File: config.mk
export PLATFORM = sky130hd
export DESIGN_NAME = half_duplex_uart_responder_flat
export DESIGN_NICKNAME = d
export VERILOG_FILES = /design/src/rtl/half_duplex_uart_responder_if.sv /design/src/rtl/half_duplex_uart_responder.sv /design/src/flat_wrapper.sv
export SDC_FILE = /design/constraint.sdc
export NUM_CORES = 1
export LEC_CHECK = 0
export BUFFER_PORTS_ARGS = -buffer_cell sky130_fd_sc_hd__buf_2
export CAP_MARGIN = 10
export CELL_PAD_IN_SITES_DETAIL_PLACEMENT = 0
export CELL_PAD_IN_SITES_GLOBAL_PLACEMENT = 1
export CORE_MARGIN = 2
export CORE_UTILIZATION = 52
export DETAILED_ROUTE_END_ITERATION = 7
export GPL_ROUTABILITY_DRIVEN = 0
export GPL_TIMING_DRIVEN = 1
export HOLD_SLACK_MARGIN = 0.12
export PLACE_DENSITY_LB_ADDON = 0.1
export SYNTH_ARGS = -nofsm -noshare
export SYNTH_HDL_FRONTEND = slang
export SYNTH_SLANG_ARGS = --single-unit
File: constraint.sdc
create_clock -name clk -period 9.2 [get_ports clk]
set_clock_uncertainty 0.15 [all_clocks]
set_input_delay 0.92 -clock clk [delete_from_list [all_inputs] [get_ports clk]]
set_output_delay 0.92 -clock clk [all_outputs]
set_load 0.03 [all_outputs]
File: src/rtl/half_duplex_uart_responder_if.sv
// Host-side byte interface of the half-duplex UART responder: TX push handshake,
// RX byte/status pulses and the busy flag.
interface half_duplex_uart_responder_if;
   logic [7:0] tx_data;
   logic       tx_valid;
   logic       tx_ready;
   logic [7:0] rx_data;
   logic       rx_valid;
   logic       rx_frame_err;
   logic       busy;

   modport master (
      output tx_data, tx_valid,
      input  tx_ready, rx_data, rx_valid, rx_frame_err, busy
   );

   modport slave (
      input  tx_data, tx_valid,
      output tx_ready, rx_data, rx_valid, rx_frame_err, busy
   );
endinterface

File: src/rtl/half_duplex_uart_responder.sv
// ESC-side endpoint of a single-wire half-duplex UART: receives host bytes, queues
// reply bytes and drives them after a turnaround guard, blanking its own echo.
module half_duplex_uart_responder #(
   parameter int unsigned CLK_FREQ_HZ     = 72_000_000,
   parameter int unsigned BAUD_RATE       = 115200,
   parameter int unsigned TURNAROUND_BITS = 2,
   parameter int unsigned FIFO_DEPTH      = 4
) (
   input  logic clk,
   input  logic rst,
   input  logic serial_rx_in,
   output logic serial_tx_out,
   output logic serial_tx_oe,
   half_duplex_uart_responder_if.slave bus
);
   localparam int unsigned CPB      = CLK_FREQ_HZ / BAUD_RATE;
   localparam int unsigned CW       = $clog2(CPB);
   localparam int unsigned IDLE_MAX = TURNAROUND_BITS * CPB;
   localparam int unsigned IW       = $clog2(IDLE_MAX + 1);
   localparam int unsigned BW       = $clog2(CPB + 1);
   localparam int unsigned AW       = $clog2(FIFO_DEPTH);
   localparam int unsigned NW       = AW + 1;

   localparam logic [CW-1:0] BIT_LAST   = CW'(CPB - 1);
   localparam logic [CW-1:0] HALF_LAST  = CW'(CPB / 2 - 1);
   localparam logic [IW-1:0] IDLE_SAT   = IW'(IDLE_MAX);
   localparam logic [BW-1:0] BLANK_LOAD = BW'(CPB);
   localparam logic [NW-1:0] FIFO_FULL  = NW'(FIFO_DEPTH);

   localparam logic [2:0] TX_IDLE  = 3'd0;
   localparam logic [2:0] TX_GUARD = 3'd1;
   localparam logic [2:0] TX_START = 3'd2;
   localparam logic [2:0] TX_DATA  = 3'd3;
   localparam logic [2:0] TX_STOP  = 3'd4;

   localparam logic [2:0] RX_IDLE  = 3'd0;
   localparam logic [2:0] RX_START = 3'd1;
   localparam logic [2:0] RX_DATA  = 3'd2;
   localparam logic [2:0] RX_STOP  = 3'd3;
   localparam logic [2:0] RX_WAIT  = 3'd4;

   logic          rx_meta, rx_sync, rx_prev;
   logic [2:0]    rx_state;
   logic [CW-1:0] rx_cnt;
   logic [2:0]    rx_idx;
   logic [7:0]    rx_shift;
   logic [IW-1:0] idle_cnt;
   logic [BW-1:0] blank_cnt;

   logic [2:0]    tx_state;
   logic [CW-1:0] tx_cnt;
   logic [2:0]    tx_idx;
   logic [7:0]    tx_shift;
   logic          tx_bit;

   logic [7:0]    fifo_mem [FIFO_DEPTH];
   logic [AW-1:0] wr_ptr, rd_ptr;
   logic [NW-1:0] fifo_cnt;

   logic start_det, idle_sat, fifo_nonempty, tx_bit_end, launch, push;

   // launch folds GUARD->START into the IDLE exit so a saturated line drives oe one cycle after a push
   always_comb begin
      start_det     = rx_prev && !rx_sync && (rx_state == RX_IDLE) && !serial_tx_oe && (blank_cnt == '0);
      idle_sat      = (idle_cnt == IDLE_SAT);
      fifo_nonempty = (fifo_cnt != '0);
      tx_bit_end    = (tx_cnt == BIT_LAST);
      push          = bus.tx_valid && bus.tx_ready;
      launch        = fifo_nonempty &&
                      ((((tx_state == TX_IDLE) || (tx_state == TX_GUARD)) && idle_sat && !start_det) ||
                       ((tx_state == TX_STOP) && tx_bit_end));
   end

   assign bus.tx_ready  = (fifo_cnt != FIFO_FULL);
   assign bus.busy      = (tx_state != TX_IDLE) || fifo_nonempty;
   assign serial_tx_out = serial_tx_oe ? tx_bit : 1'b1;

   always_ff @(posedge clk) begin
      if (rst) begin
         rx_meta <= 1'b1;
         rx_sync <= 1'b1;
         rx_prev <= 1'b1;
      end else begin
         rx_meta <= serial_rx_in;
         rx_sync <= rx_meta;
         rx_prev <= rx_sync;
      end
   end

   always_ff @(posedge clk) begin
      if (rst) begin
         rx_state         <= RX_IDLE;
         rx_cnt           <= '0;
         rx_idx           <= '0;
         rx_shift         <= '0;
         bus.rx_data      <= '0;
         bus.rx_valid     <= 1'b0;
         bus.rx_frame_err <= 1'b0;
      end else begin
         bus.rx_valid     <= 1'b0;
         bus.rx_frame_err <= 1'b0;
         case (rx_state)
            RX_IDLE: if (start_det) begin
               rx_state <= RX_START;
               rx_cnt   <= '0;
            end
            RX_START: if (rx_cnt == HALF_LAST) begin
               rx_cnt   <= '0;
               rx_idx   <= '0;
               rx_state <= rx_sync ? RX_IDLE : RX_DATA;
            end else begin
               rx_cnt <= rx_cnt + 1'b1;
            end
            RX_DATA: if (rx_cnt == BIT_LAST) begin
               rx_cnt   <= '0;
               rx_shift <= {rx_sync, rx_shift[7:1]};
               rx_idx   <= rx_idx + 1'b1;
               if (rx_idx == 3'd7) rx_state <= RX_STOP;
            end else begin
               rx_cnt <= rx_cnt + 1'b1;
            end
            RX_STOP: if (rx_cnt == BIT_LAST) begin
               rx_cnt   <= '0;
               rx_state <= RX_WAIT;
               if (rx_sync) begin
                  bus.rx_data  <= rx_shift;
                  bus.rx_valid <= 1'b1;
               end else begin
                  bus.rx_frame_err <= 1'b1;
               end
            end else begin
               rx_cnt <= rx_cnt + 1'b1;
            end
            RX_WAIT: if (rx_sync) rx_state <= RX_IDLE;
            default: rx_state <= RX_IDLE;
         endcase
      end
   end

   always_ff @(posedge clk) begin
      if (rst) begin
         idle_cnt  <= '0;
         blank_cnt <= '0;
      end else begin
         if (rx_sync && (rx_state == RX_IDLE) && !serial_tx_oe) begin
            if (!idle_sat) idle_cnt <= idle_cnt + 1'b1;
         end else begin
            idle_cnt <= '0;
         end
         if (serial_tx_oe)         blank_cnt <= BLANK_LOAD;
         else if (blank_cnt != '0) blank_cnt <= blank_cnt - 1'b1;
      end
   end

   always_ff @(posedge clk) begin
      if (rst) begin
         tx_state     <= TX_IDLE;
         tx_cnt       <= '0;
         tx_idx       <= '0;
         tx_shift     <= '0;
         tx_bit       <= 1'b1;
         serial_tx_oe <= 1'b0;
      end else if (launch) begin
         tx_state     <= TX_START;
         tx_cnt       <= '0;
         tx_shift     <= fifo_mem[rd_ptr];
         tx_bit       <= 1'b0;
         serial_tx_oe <= 1'b1;
      end else begin
         case (tx_state)
            TX_IDLE:  if (fifo_nonempty) tx_state <= TX_GUARD;
            TX_GUARD: if (start_det) tx_state <= TX_IDLE;
            TX_START: if (tx_bit_end) begin
               tx_cnt   <= '0;
               tx_idx   <= '0;
               tx_bit   <= tx_shift[0];
               tx_state <= TX_DATA;
            end else begin
               tx_cnt <= tx_cnt + 1'b1;
            end
            TX_DATA: if (tx_bit_end) begin
               tx_cnt <= '0;
               if (tx_idx == 3'd7) begin
                  tx_bit   <= 1'b1;
                  tx_state <= TX_STOP;
               end else begin
                  tx_bit   <= tx_shift[1];
                  tx_shift <= tx_shift >> 1;
                  tx_idx   <= tx_idx + 1'b1;
               end
            end else begin
               tx_cnt <= tx_cnt + 1'b1;
            end
            TX_STOP: if (tx_bit_end) begin
               tx_cnt       <= '0;
               tx_state     <= TX_IDLE;
               serial_tx_oe <= 1'b0;
            end else begin
               tx_cnt <= tx_cnt + 1'b1;
            end
            default: tx_state <= TX_IDLE;
         endcase
      end
   end

   always_ff @(posedge clk) begin
      if (push) fifo_mem[wr_ptr] <= bus.tx_data;
   end

   always_ff @(posedge clk) begin
      if (rst) begin
         wr_ptr   <= '0;
         rd_ptr   <= '0;
         fifo_cnt <= '0;
      end else begin
         if (push)   wr_ptr <= wr_ptr + 1'b1;
         if (launch) rd_ptr <= rd_ptr + 1'b1;
         case ({push, launch})
            2'b10:   fifo_cnt <= fifo_cnt + 1'b1;
            2'b01:   fifo_cnt <= fifo_cnt - 1'b1;
            default: fifo_cnt <= fifo_cnt;
         endcase
      end
   end
endmodule

File: src/flat_wrapper.sv
// flat-port wrapper written by rule: the top's interface ports become plain ports
module half_duplex_uart_responder_flat 
#(
   parameter int unsigned CLK_FREQ_HZ     = 72_000_000,
   parameter int unsigned BAUD_RATE       = 115200,
   parameter int unsigned TURNAROUND_BITS = 2,
   parameter int unsigned FIFO_DEPTH      = 4
)
  (clk, rst, serial_rx_in, serial_tx_out, serial_tx_oe, bus_tx_data, bus_tx_valid, bus_tx_ready, bus_rx_data, bus_rx_valid, bus_rx_frame_err, bus_busy);
  half_duplex_uart_responder_if bus_i ();
  input  logic clk;
  input  logic rst;
  input  logic serial_rx_in;
  output logic serial_tx_out;
  output logic serial_tx_oe;
  input wire logic [$bits(bus_i.tx_data)-1:0] bus_tx_data;
  input wire logic [$bits(bus_i.tx_valid)-1:0] bus_tx_valid;
  output wire logic [$bits(bus_i.tx_ready)-1:0] bus_tx_ready;
  output wire logic [$bits(bus_i.rx_data)-1:0] bus_rx_data;
  output wire logic [$bits(bus_i.rx_valid)-1:0] bus_rx_valid;
  output wire logic [$bits(bus_i.rx_frame_err)-1:0] bus_rx_frame_err;
  output wire logic [$bits(bus_i.busy)-1:0] bus_busy;
  assign bus_i.tx_data = bus_tx_data;
  assign bus_i.tx_valid = bus_tx_valid;
  assign bus_tx_ready = bus_i.tx_ready;
  assign bus_rx_data = bus_i.rx_data;
  assign bus_rx_valid = bus_i.rx_valid;
  assign bus_rx_frame_err = bus_i.rx_frame_err;
  assign bus_busy = bus_i.busy;
  half_duplex_uart_responder #(.CLK_FREQ_HZ(CLK_FREQ_HZ), .BAUD_RATE(BAUD_RATE), .TURNAROUND_BITS(TURNAROUND_BITS), .FIFO_DEPTH(FIFO_DEPTH)) u_core (.clk(clk), .rst(rst), .serial_rx_in(serial_rx_in), .serial_tx_out(serial_tx_out), .serial_tx_oe(serial_tx_oe), .bus(bus_i));
endmodule
After elaboration in Yosys (flattened, before gate mapping)
Memories as Yosys holds them, arrays and structs flattened. A register that Yosys moved wholly into a read port is not among the register bits.
Index checks and enable logic that the tools add are counted.
{"block": "totals", "regBits": 91, "ram_bits": 32, "input_bits": 12, "word_cells": 173, "n_memories": 1}
{"block": "classes", "n_addsub": 10, "n_eq_ne": 37, "n_mux": 49, "n_bitwise": 4, "n_reduce_logical": 49}
{"memory": "u_core.fifo_mem", "depth": 4, "width": 8, "read_ports": 1, "rd_clocked_by_memory_dff": 1, "write_ports": 1, "line_no": "half_duplex_uart_responder.sv:56", "source": "logic [7:0] fifo_mem [FIFO_DEPTH];"}
{"cell": "$mux 10", "count": 6}
{"cell": "$mux 3", "count": 16}
{"cell": "$mux 8", "count": 4}
{"cell": "$pmux 10 s3", "count": 1}
{"cell": "$pmux 3 s5", "count": 2}
{"cell": "$ne 2x1->1 const B", "count": 13}
{"cell": "$add 10x1->10 const B", "count": 2}
{"cell": "$eq 10x10->1 const B", "count": 2}
{"cell": "$ne 3x1->1 const B", "count": 6}
{"cell": "$pmux 3 s2", "count": 3}
{"cell": "$reduce_and 6->1", "count": 3}
{"cell": "$reduce_bool 2->1", "count": 7}
{"cell": "$eq 3x2->1 const B", "count": 4}
{"cell": "$eq 3x3->1 const B", "count": 4}
{"cell": "$mux 1", "count": 12}
{"cell": "$reduce_and 3->1", "count": 4}
{"cell": "$reduce_bool 3->1", "count": 4}
{"cell": "$add 11x1->11 const B", "count": 1}
{"cell": "$eq 11x11->1 const B", "count": 1}
{"cell": "$logic_and 1x1->1", "count": 11}
{"cell": "$eq 10x9->1 const B", "count": 1}
{"cell": "$logic_not 10->1", "count": 1}
{"cell": "$reduce_bool 10->1", "count": 1}
{"cell": "$sub 10x1->10 const B", "count": 1}
{"cell": "other kinds (18)", "count": 39}

Logic depth before layout (Yosys ltp)
Gate-level depths: netlist of run 1.
{"block": "depth", "word_depth": 11, "ltp_mapped": 14, "ltp_nobuf": 13}

Worst setup path after synthesis of run 1
OpenSTA, ideal clock, no wires.
{"block": "synth_timing", "path_kind": "register -> register", "from": "register u_core.blank_cnt[0]", "to": "register u_core.fifo_cnt[2]", "setup_ns": 0.070, "arrival_time_ns": 2.710, "required_time_ns": 8.980, "setup_slack_ns": 6.270, "stages_incl_launch_ff": 15, "n_path_buf": 1, "path_cell_list": "dfxtp_1 inv_1 ha_1 nor3b_1 and4_1 buf_4 o21ai_2 nand2_1 inv_2 ha_1 inv_1 fa_1 xor2_1 or3_1 a21oi_1"}
{"block": "synth_between", "elab_chain_len": 8}
{"element": "start: declaration", "line_no": "half_duplex_uart_responder.sv:48", "source": "logic [BW-1:0] blank_cnt;"}
{"element": "start signal: assignment", "line_no": "half_duplex_uart_responder.sv:151", "source": "else if (blank_cnt != '0) blank_cnt <= blank_cnt - 1'b1;"}
{"element": "$logic_not 10->1 (*)", "line_no": "half_duplex_uart_responder.sv:64", "source": "start_det = rx_prev && !rx_sync && (rx_state == RX_IDLE) && !serial_tx_oe && (blank_cnt == '0);"}
{"element": "$logic_and 1x1->1 (*)", "line_no": "half_duplex_uart_responder.sv:64"}
{"element": "$logic_not 1->1 (*)", "line_no": "half_duplex_uart_responder.sv:70", "source": "((((tx_state == TX_IDLE) || (tx_state == TX_GUARD)) && idle_sat && !start_det) ||"}
{"element": "$logic_and 1x1->1 (*)", "line_no": "half_duplex_uart_responder.sv:70"}
{"element": "$logic_or 1x1->1 (*)", "line_no": "half_duplex_uart_responder.sv:70"}
{"element": "$logic_and 1x1->1 (*)", "line_no": "half_duplex_uart_responder.sv:69", "source": "launch = fifo_nonempty &&"}
{"element": "named net u_core.launch", "line_no": "half_duplex_uart_responder.sv:60", "source": "logic start_det, idle_sat, fifo_nonempty, tx_bit_end, launch, push;"}
{"element": "$eq 2x1->1 / $eq 2x2->1 (equally long branches)", "line_no": "half_duplex_uart_responder.sv:218", "source": "case ({push, launch})"}
{"element": "$pmux 3 s2 / $reduce_bool 2->1 (equally long branches)"}
{"element": "end signal: assignment", "line_no": "half_duplex_uart_responder.sv:219", "source": "2'b10: fifo_cnt <= fifo_cnt + 1'b1;"}
{"element": "end signal: assignment", "line_no": "half_duplex_uart_responder.sv:220", "source": "2'b01: fifo_cnt <= fifo_cnt - 1'b1;"}
{"element": "end signal: assignment", "line_no": "half_duplex_uart_responder.sv:221", "source": "default: fifo_cnt <= fifo_cnt;"}
{"element": "end: declaration", "line_no": "half_duplex_uart_responder.sv:58", "source": "logic [NW-1:0] fifo_cnt;"}
Mark *: on every way through the listed nets, which the timed path passes. The rest lies on a longest branch.
A chain may end at the register's enable or synchronous reset.

Worst setup path in the final report of run 1
Same ends and word-level chain as after synthesis.

==> qor.csv, run 1 <==
stage;metric;value;unit
cts;post-CTS setup buffer count;0;
cts;Worst-path clk slew;60;ps
sta;final setup margin;5830;ps
sta;Fin. Hold Viols;0;
grt;global route overflow;0;
outcome;outcome;completed;
setup_path;Slowest-stage cell, CP;o21ai_2;
drt;Final ANT Viol Nets;0;
setup_path;CP required;9500;ps
setup_path;worst path bufs/invs;3;
die;Starting Density;53.6;%
synth;Post-Syn Area;5530;um2
synth;Syn Inst Count;530;
drt;via-per-instance ratio;5.55;
layout;ant diodes;0;
worst_hold_path;hold endpoint;u_core.rx_sync;
synth;largest cells by area after synthesis;dfxtp_1 34%, edfxtp_1 17%, nor2_1 4.3%, ha_1 3.8%, xor2_1 3.8%;
sta;hold slack;266;ps
die;# rows;37;
power;VDD IR max;0.227;mV
setup_path;startpoint types;flip-flop;
sta;actual slew at the worst max-slew pin;1010;ps
flow_run;max cap viols;0;
sta;RSZ-0062 raised after global routing;no;
sta;setup TNS;0;ps
synth;Cell variety after synth;63;
layout;Final Instance Area;6300;um2
cts;total CTS buffers;17;
synth;Primary FF master, synth;dfxtp_1;
sta;Final Max Slew Viols;0;
die;Die Y;107;um
setup_path;Top delay family on crit path;simple AND/OR/NAND/NOR gates;
layout;fillers;880;
grt;Total Routing Usage GR;20.1;%
sta;Final setup violation count;0;
grt;number of global-route vias before repair;3897;
setup_path;CP max FO;14;
synth;Syn Nets;560;
setup_path;worst r2r dst;u_core.fifo_cnt[2];
cts;H-tree depth;4;
drt;met3 wire length;379;um
die;Die Wd;107;um
setup_path;Critical Path Sink Type;flip-flop;
sta;crit share post-route;36.6;%
die;number of top-level pins;26;
drt;total wire length;10400;um
synth;Synth Register Bits;125;
synth;FFs w/ async S/R, synth;0;%
synth;synthesized area per cell;10.4;um2
worst_hold_path;Hold Crit Class;flip-flop to flip-flop;
power;pwr dens;229;nW/um2
placed_design;Post-Place Setup Slack;5820;ps
drt;Pre-antenna DRT Iters;4;
synth;yosys synthesis warning count;0;
setup_path;CP cell instances;inv_1 > ha_1 > nor3b_1 > and4_1 > o21ai_2 > nand2_1 > inv_2 > ha_1 > inv_1 > fa_1 > xor2_1 > or3_1 > a21oi_1;
cts;CTS tree;done;
layout;most common cell after layout, fill and taps aside;dfxtp_1;
worst_hold_path;startpoint of the worst hold path;u_core.rx_meta;
drt;First DRT Iteration DRCs;246;
synth;Yosys top cell area share;33.7;%
drt;wire length on met2;4690;um
grt;initial antenna violation count;0;
grt;largest net degree at the start of global routing;70;
drt;top sig layer;met4;
grt;first-pass GRT wire length;18000;um
cts;worst-case clock buffer depth;2;
cts;post-CTS resize count;0;
placed_design;I/O Buffers;25;
drt;vias;3884;
sta;Final Critical Period;3370;ps
layout;layout cells sized above 1;15.4;%
setup_path;WS Path Type;flip-flop to flip-flop;
die;total die area;11500;um2
setup_path;reg2reg path depth;13;
cts;Worst-Skew Late Latency;530;ps
sta;Slew headroom;32.8;%
placed_design;Placed Area;5730;um2
layout;FF+latch area;2820;um2
layout;commonest cells after routing, fill and taps aside;93 x dfxtp_1, 63 x nor2_1, 36 x a21oi_1, 32 x edfxtp_1, 25 x buf_2;
setup_path;CP max stage delay;440;ps
cts;Root Buffer;clkbuf_8;
cts;number of hold buffers added after CTS;0;
synth;area leader, netlist;dfxtp_1;
drt;# DRC;0;
layout;Layout area overhead;14.0;%
layout;Layout Nets;581;
drt;metal1 wirelength;5150;um
setup_path;Critical Path AT;3670;ps
synth;Seq/Total Area, Yosys;51.0;%
synth;EDFF count, synth;32;
worst_hold_path;hold path cells;1;
setup_path;Worst R2R Setup Slack;5830;ps
sta;f_max;297;MHz
layout;multi-input logic area;2530;um2
drt;Wirelength per Cell;14.8;um
placed_design;DP HPWL;6850;um
power;Leakage Power;2.43;nW
cts;Sink Count;125;
setup_path;reg2reg start;u_core.blank_cnt[0];
die;core area;10300;um2
worst max path at each step:
stage	from	end	slack [ps]	cells past startpoint
4_1_cts	u_core.blank_cnt[0]	u_core.fifo_cnt[2]	5810	13
3_3_place_gp	u_core.blank_cnt[0]	u_core.fifo_cnt[2]	5950	13
6_report	u_core.blank_cnt[0]	u_core.fifo_cnt[2]	5830	13
2_1_floorplan	u_core.blank_cnt[0]	u_core.fifo_cnt[2]	6270	14
3_5_place_dp	u_core.blank_cnt[0]	u_core.fifo_cnt[2]	5820	13
5_1_grt	u_core.blank_cnt[0]	u_core.fifo_cnt[2]	5620	13
registers in the layout, indices dropped and copies added (netlist names), named ones only:
name,count
u_core.blank_cnt,10
u_core.bus.rx_data,8
u_core.bus.rx_frame_err,1
u_core.bus.rx_valid,1
u_core.fifo_cnt,3
u_core.fifo_mem,32
u_core.idle_cnt,11
u_core.rd_ptr,2
u_core.rx_cnt,10
u_core.rx_idx,3
u_core.rx_meta,1
u_core.rx_prev,1
u_core.rx_shift,8
u_core.rx_state,3
u_core.rx_sync,1
u_core.serial_tx_oe,1
u_core.tx_bit,1
u_core.tx_cnt,10
u_core.tx_idx,3
u_core.tx_shift,8
u_core.tx_state,3
u_core.wr_ptr,2
through the flow:
step / total power [mW] / cells / utilization, %
floorplan: 0.783 / 530 / -
finish: 1.44 / 700 / 61.1
global route: 1.51 / 700 / 61.1
CTS: 1.46 / 700 / 61.1
detailed placement: 0.823 / 668 / 55.5
global placement: 0.819 / 668 / 55.5
cell type report:
type | instances | area share [%]
repair buffers | 27 | 2.22
multi-input cells | 361 | 40.1
flip-flops and latches | 125 | 44.8
clock inverters | 11 | 1.73
well taps | 136 | 2.70
inverters | 19 | 1.13
clock buffers | 21 | 7.34
metal layers:
layer,track usage (%),up-vias
met5,0,-
met4,7.14,0
met3,7.36,16
met2,30.6,60
met1,26.3,1850
li1,-,1958
Yosys cell counts (all sizes together), types with 2 or more instances:
library cell	instances
and4bb	3
nand3	21
or4	3
nor4b	4
and3	11
mux4	8
a211o	2
a211oi	2
xor2	24
a32oi	6
o2111ai	3
nand3b	2
clkbuf	14
edfxtp	32
and4	3
or3	5
inv	19
dfxtp	93
and2	5
nor3b	5
nor3	17
nor2	63
or2	7
nor2b	5
nand4	9
xnor2	10
nand2	24
and3b	2
o211ai	8
o21ai	10
mux2i	19
o21bai	2
nor4	3
o211a	2
a31oi	2
buf	11
ha	17
nand2b	3
a21oi	37
cells by family after synthesis:
kind of cell    synth area share (%)
simple gates                    19.0
flops                           51.0
compound gates                  10.1
buf+inv                         3.35
xor+xnor                        5.38
mux                             6.90
fa+ha+maj                       4.21
where the power goes:
part,leakage [nW],switching (mW),internal (mW)
logic,1.10,0.102,0.0813
clock network,0.284,0.245,0.386
registers,1.05,0.0334,0.597
No activity file was read; power rests on OpenSTA's default activity.
==> run 2, diff against run 1 <==
- CORE_UTILIZATION: 52 -> 44
- clock period: 9.2 -> 3.06 ns (I/O delays scaled with it)
==> qor.csv, run 2 (same netlist as run 1, synthesis figures left out) <==
stage;metric;value;unit
power;VDD IR max;0.440;mV
drt;# DRC;0;
grt;global route overflow;0;
setup_path;startpoint types;flip-flop;
placed_design;DP HPWL;7350;um
setup_path;worst path bufs/invs;3;
layout;commonest cells after routing, fill and taps aside;93 x dfxtp_1, 63 x nor2_1, 36 x a21oi_1, 32 x edfxtp_1, 25 x buf_2;
layout;max reg flops;32;
flow_run;max cap viols;0;
layout;largest registers;u_core.fifo_mem (32), u_core.idle_cnt (11);
setup_path;CP max FO;4;
setup_path;reg2reg path depth;13;
grt;initial antenna violation count;0;
setup_path;Critical Path Sink Type;flip-flop;
sta;Final setup violation count;0;
die;Die Y;116;um
drt;total wire length;10900;um
grt;number of global-route vias before repair;3855;
setup_path;Setup crit start;u_core.blank_cnt[0];
layout;layout cells sized above 1;15.9;%
sta;RSZ-0062 raised after global routing;no;
cts;Root Buffer;clkbuf_16;
layout;most common cell after layout, fill and taps aside;dfxtp_1;
layout;Top reg by flops;u_core.fifo_mem;
sta;Fin. Hold Viols;0;
sta;f_max;352;MHz
sta;Final Critical Period;2840;ps
sta;setup TNS;0;ps
outcome;outcome;completed;
setup_path;CP cell instances;inv_1 > ha_1 > nor3b_1 > and4_1 > o21ai_2 > nand2_1 > inv_2 > ha_1 > inv_1 > fa_1 > xor2_1 > or3_1 > a21oi_1;
power;Leakage Power;2.49;nW
setup_path;Levels on crit path;13;
setup_path;CP required;3250;ps
layout;Layout area overhead;16.9;%
layout;Core Util, Final;53.2;%
cts;Worst-Skew Late Latency;420;ps
setup_path;Worst Setup EP;u_core.fifo_cnt[2];
die;Die Wd;116;um
sta;actual slew at the worst max-slew pin;721;ps
cts;H-tree depth;4;
placed_design;I/O Buffers;25;
cts;Worst-path clk slew;60;ps
drt;First DRT Iteration DRCs;236;
grt;first-pass GRT wire length;18700;um
sta;Slew headroom;51.9;%
setup_path;reg2reg start;u_core.blank_cnt[0];
setup_path;CP max stage delay;370;ps
sta;crit share post-route;92.7;%
cts;worst-case clock buffer depth;2;
layout;ant diodes;0;
drt;Pre-antenna DRT Iters;4;
worst_hold_path;Hold Crit Class;primary input to flip-flop;
grt;largest net degree at the start of global routing;69;
setup_path;WS Path Type;flip-flop to flip-flop;
setup_path;worst r2r dst;u_core.fifo_cnt[2];
power;pwr dens;661;nW/um2
setup_path;Critical Path AT;3030;ps
layout;fillers;1113;
drt;vias;3919;
cts;total CTS buffers;17;
grt;Total Routing Usage GR;18.0;%
power;Tot Pwr;4.28;mW
sta;Final Max Slew Viols;0;
die;number of top-level pins;26;
setup_path;Worst R2R Setup Slack;220;ps
layout;Layout Nets;598;
drt;via-per-instance ratio;5.24;
setup_path;Top delay family on crit path;simple AND/OR/NAND/NOR gates;
die;core area;12200;um2
cts;CTS tree;done;
cts;Sink Count;125;
die;# rows;40;
setup_path;Slowest-stage cell, CP;dfxtp_1;
die;total die area;13500;um2
die;Starting Density;45.5;%
drt;Wirelength per Cell;14.6;um
drt;Final ANT Viol Nets;0;
-- run 2: changes by cell type in the layout (fill, tap and decap cells not counted) --
cell and change:
nor4b_2 -1, clkinv_2 -2, clkinv_4 -5, inv_6 +4
inv_8 +1, buf_4 +8, dlygate4sd3_1 +9, clkbuf_2 -2
bufinv_16 -1, clkinvlp_4 +4, clkinv_1 +2, nor4b_4 +1
clkbuf_8 -2
-- run 2: routing by layer --
metal / routed length (um) / track usage, %
met1: 5360 / 23.9
met2: 5050 / 27.9
met3: 387 / 5.92
met4: 147 / 6.43
met5: 0 / 0
-- run 2: worst min path at each step --
stage | from | to | depth (start not counted)
CTS | rst | u_core.blank_cnt[7] | 3
detailed placement | u_core.rx_meta | u_core.rx_sync | 1
global route | rst | u_core.blank_cnt[7] | 3
floorplan | rst | u_core.tx_state[0] | 1
global placement | u_core.rx_meta | u_core.rx_sync | 1
finish | rst | u_core.blank_cnt[7] | 3
-- run 2: final cells by class --
cell class,instances,area [um2],share of cell area (%)
Clock buffer,17,425,6.58
Clock inverter,14,109,1.68
Inverter,19,71.3,1.10
Multi-Input combinational cell,361,2540,39.2
Sequential cell,125,2820,43.7
Tap cell,168,210,3.25
Timing Repair Buffer,44,290,4.49
-- run 2: metrics by stage --
stage | setup WS (ps) | cell area [um2] | cells | hold slack (ps)
after floorplan | 130 | 5530 | 530 | 238
after global placement | 274 | 5820 | 707 | 248
after detailed placement | 150 | 5820 | 707 | 260
after CTS | 136 | 6450 | 747 | 123
after global routing | 1.67 | 6460 | 748 | 155
final | 223 | 6460 | 748 | 132
-- run 2: power by group --
group	switching [mW]	leakage (nW)	total [mW]	internal (mW)
logic	0.312	1.19	0.568	0.256
registers	0.0987	1.05	1.89	1.79
clock network	0.774	0.247	1.82	1.04
-- run 2: what timing repair did --
item	CTS	global route
endpoints found under the setup margin	0	1
endpoints found under the hold margin	33	0
buffers inserted	0	1
hold buffers	9	0
gates resized for setup	0	1
-- run 2: worst min-delay path, cell delays in order --
cell	delay [ps]
buf_2	100
or2_2	190
a21oi_1	50
==> run 3, diff against run 2 <==
- ABC_AREA: unset -> 1
- CORE_UTILIZATION: 44 -> 42
- clock period: 3.06 -> 2.28 ns (I/O delays scaled with it)
==> qor.csv, run 3 <==
stage;metric;value;unit
grt;number of global-route vias before repair;4556;
synth;Synth Register Bits;125;
sta;f_max;439;MHz
power;VDD IR max;0.452;mV
setup_path;Critical Path Sink Type;flip-flop;
setup_path;Worst Setup EP;u_core.fifo_cnt[2];
drt;vias;4727;
die;Die Wd;121;um
synth;Synth Area in Adders;4.06;%
setup_path;startpoint types;flip-flop;
grt;initial antenna violation count;0;
drt;Final ANT Viol Nets;0;
layout;Final Instance Area;7070;um2
die;core area;13300;um2
sta;Slew headroom;58.3;%
synth;yosys synthesis warning count;0;
drt;Pre-antenna DRT Iters;5;
worst_hold_path;Hold Crit Class;primary input to flip-flop;
grt;largest net degree at the start of global routing;26;
sta;Fin. Hold Viols;0;
cts;Root Buffer;clkbuf_16;
cts;worst-case clock buffer depth;2;
synth;compound-gate portion of the synthesized area;12.3;%
synth;FFs w/ async S/R, synth;0;%
grt;global route overflow;0;
setup_path;Critical Path AT;2440;ps
power;Tot Pwr;6.20;mW
cts;CTS tree;done;
placed_design;DP HPWL;8650;um
placed_design;Placed Area;6350;um2
die;Starting Density;43.1;%
drt;total wire length;12300;um
setup_path;Setup crit start;u_core.idle_cnt[0];
sta;RSZ-0062 raised after global routing;yes;
synth;most instantiated cells after synthesis;101 x nor2_1, 93 x dfxtp_1, 86 x inv_1, 81 x nand2_1, 58 x o21ai_0;
cts;Sink Count;125;
setup_path;reg2reg start;u_core.idle_cnt[0];
cts;Worst-path clk slew;60;ps
synth;largest cells by area after synthesis;dfxtp_1 33%, edfxtp_1 17%, nor2_1 6.6%, inv_1 5.6%, nand2_1 5.3%;
grt;first-pass GRT wire length;20900;um
synth;post-synthesis mux area share;0;%
sta;Final Critical Period;2280;ps
setup_path;CP dominant cell by count;inv_2;
placed_design;I/O Buffers;25;
layout;Top reg by flops;u_core.fifo_mem;
setup_path;Slowest-stage cell, CP;fa_2;
setup_path;CP max FO;2;
synth;Cell variety after synth;45;
flow_run;max cap viols;0;
grt;Total Routing Usage GR;18.1;%
layout;most common cell after layout, fill and taps aside;nor2_1;
drt;Wirelength per Cell;12.7;um
placed_design;Cells after DPL;921;
layout;Layout Cells excl Fill;964;
die;number of top-level pins;26;
layout;largest registers;u_core.fifo_mem (32), u_core.idle_cnt (11);
setup_path;Worst R2R Setup Slack;2;ps
synth;Synth Area in XOR/XNOR;1.83;%
setup_path;CP cell instances;inv_2 > ha_4 > nand2_2 > inv_2 > nand2_4 > nor3_4 > nand2_2 > nand2_4 > nand2_8 > inv_6 > ha_4 > inv_2 > fa_2 > a21oi_2 > o21ai_2 > o21ai_1 > a21oi_1;
cts;H-tree depth;4;
synth;Syn Nets;719;
setup_path;CP required;2440;ps
layout;max reg flops;32;
die;# rows;42;
layout;ant diodes;0;
sta;hold slack;210;ps
setup_path;CP max stage delay;350;ps
synth;Seq/Total Area, Yosys;49.3;%
setup_path;worst r2r dst;u_core.fifo_cnt[2];
drt;First DRT Iteration DRCs;245;
synth;Yosys top cell area share;32.5;%
layout;Layout area overhead;23.4;%
sta;Final setup violation count;0;
power;pwr dens;878;nW/um2
sta;Final Max Slew Viols;0;
die;total die area;14600;um2
synth;leading cell type by number of instances after synthesis;nor2_1;
layout;Layout Nets;805;
sta;actual slew at the worst max-slew pin;620;ps
layout;commonest cells after routing, fill and taps aside;101 x nor2_1, 89 x dfxtp_1, 82 x inv_1, 79 x nand2_1, 56 x o21ai_0;
outcome;outcome;completed;
die;Die Y;121;um
setup_path;WS Path Type;flip-flop to flip-flop;
power;Leakage Power;2.94;nW
synth;Simple-Gate Fraction of Synth Area;25.3;%
synth;synthesized area per cell;8.31;um2
synth;largest family of logic cells by synthesized area;simple AND/OR/NAND/NOR gates;
cts;total CTS buffers;17;
synth;area leader, netlist;dfxtp_1;
layout;Core Util, Final;53.2;%
synth;EDFF count, synth;32;
setup_path;reg2reg path depth;17;
sta;crit share post-route;99.9;%
synth;Syn Inst Count;689;
drt;via-per-instance ratio;4.90;
cts;Worst-Skew Late Latency;420;ps
synth;Post-Syn Area;5730;um2
synth;Primary FF master, synth;dfxtp_1;
drt;# DRC;0;
layout;layout cells sized above 1;19.8;%
## run 3: logic make-up (layout without fill, tap and decap cells)
group                      count (synthesis)  count (layout)
adders and majority gates                 18              18
AOI/OAI and AO/OA                        131             131
DFF                                      125             125
xor gates and xnor gates                  12              12
and+or+nand+nor                          299             299
buffers and inverters                    104             203
## run 3: worst min-delay path by stage
| stage | startpoint | endpoint | slack, ps | depth (start not counted) |
|---|---|---|---|---|
| global route | bus_tx_valid | u_core.fifo_cnt[0] | 220 | 4 |
| CTS | bus_tx_valid | u_core.fifo_cnt[0] | 190 | 4 |
| detailed placement | u_core.rx_meta | u_core.rx_sync | 260 | 1 |
| floorplan | bus_tx_data[0] | u_core.fifo_mem[0][0] | 180 | 0 |
| global placement | u_core.rx_meta | u_core.rx_sync | 260 | 1 |
| finish | bus_tx_valid | u_core.wr_ptr[1] | 210 | 4 |
## run 3: report_power, final
group,internal (mW),switching [mW]
Combinational,0.445,0.695
Clock,1.53,0.997
Sequential,2.43,0.103
Total,4.41,1.80
## run 3: final cells by class
cell class                 instances  area (um2)
sequential                       125        2830
tap                              176         220
fill                            1252        6230
timing repair buffer              79         556
inverter                          92         350
clock buffer                      20         447
clock inverter                    12         115
multi-input combinational        460        2550
## run 3: critical path, delay by kind of cell, from the launching register on
kind	cells	cell delay (ps)
compound gates	4	380
fa+ha+maj	3	600
buf+inv	4	220
flops	1	320
simple gates	6	520
## run 3: stage by stage
step	setup slack (ps)	TNS (ps)
after detailed placement	-29.8	-53.3
after floorplan	5.08	0
final	2.48	0
after global routing	-189	-327
after global placement	-14.9	-24.9
after CTS	-22.0	-41.0
## run 3: routing by layer
metal | global-route usage, % | part of all wire [%] | vias to the layer above
met1 | 23.0 | 49 | 2188
met2 | 29.4 | 47 | 57
met4 | 6.76 | 0.68 | 0
met3 | 5.14 | 3.0 | 6
met5 | 0 | 0 | -
li1 | - | - | 2476
## run 3: timing repair
action / CTS / global route
hold buffers: 10 / 0
pin swaps: 4 / 1
setup endpoints to repair: 2 / 2
buffers inserted: 0 / 1
endpoints found under the hold margin: 38 / 0
resized for setup: 4 / 12
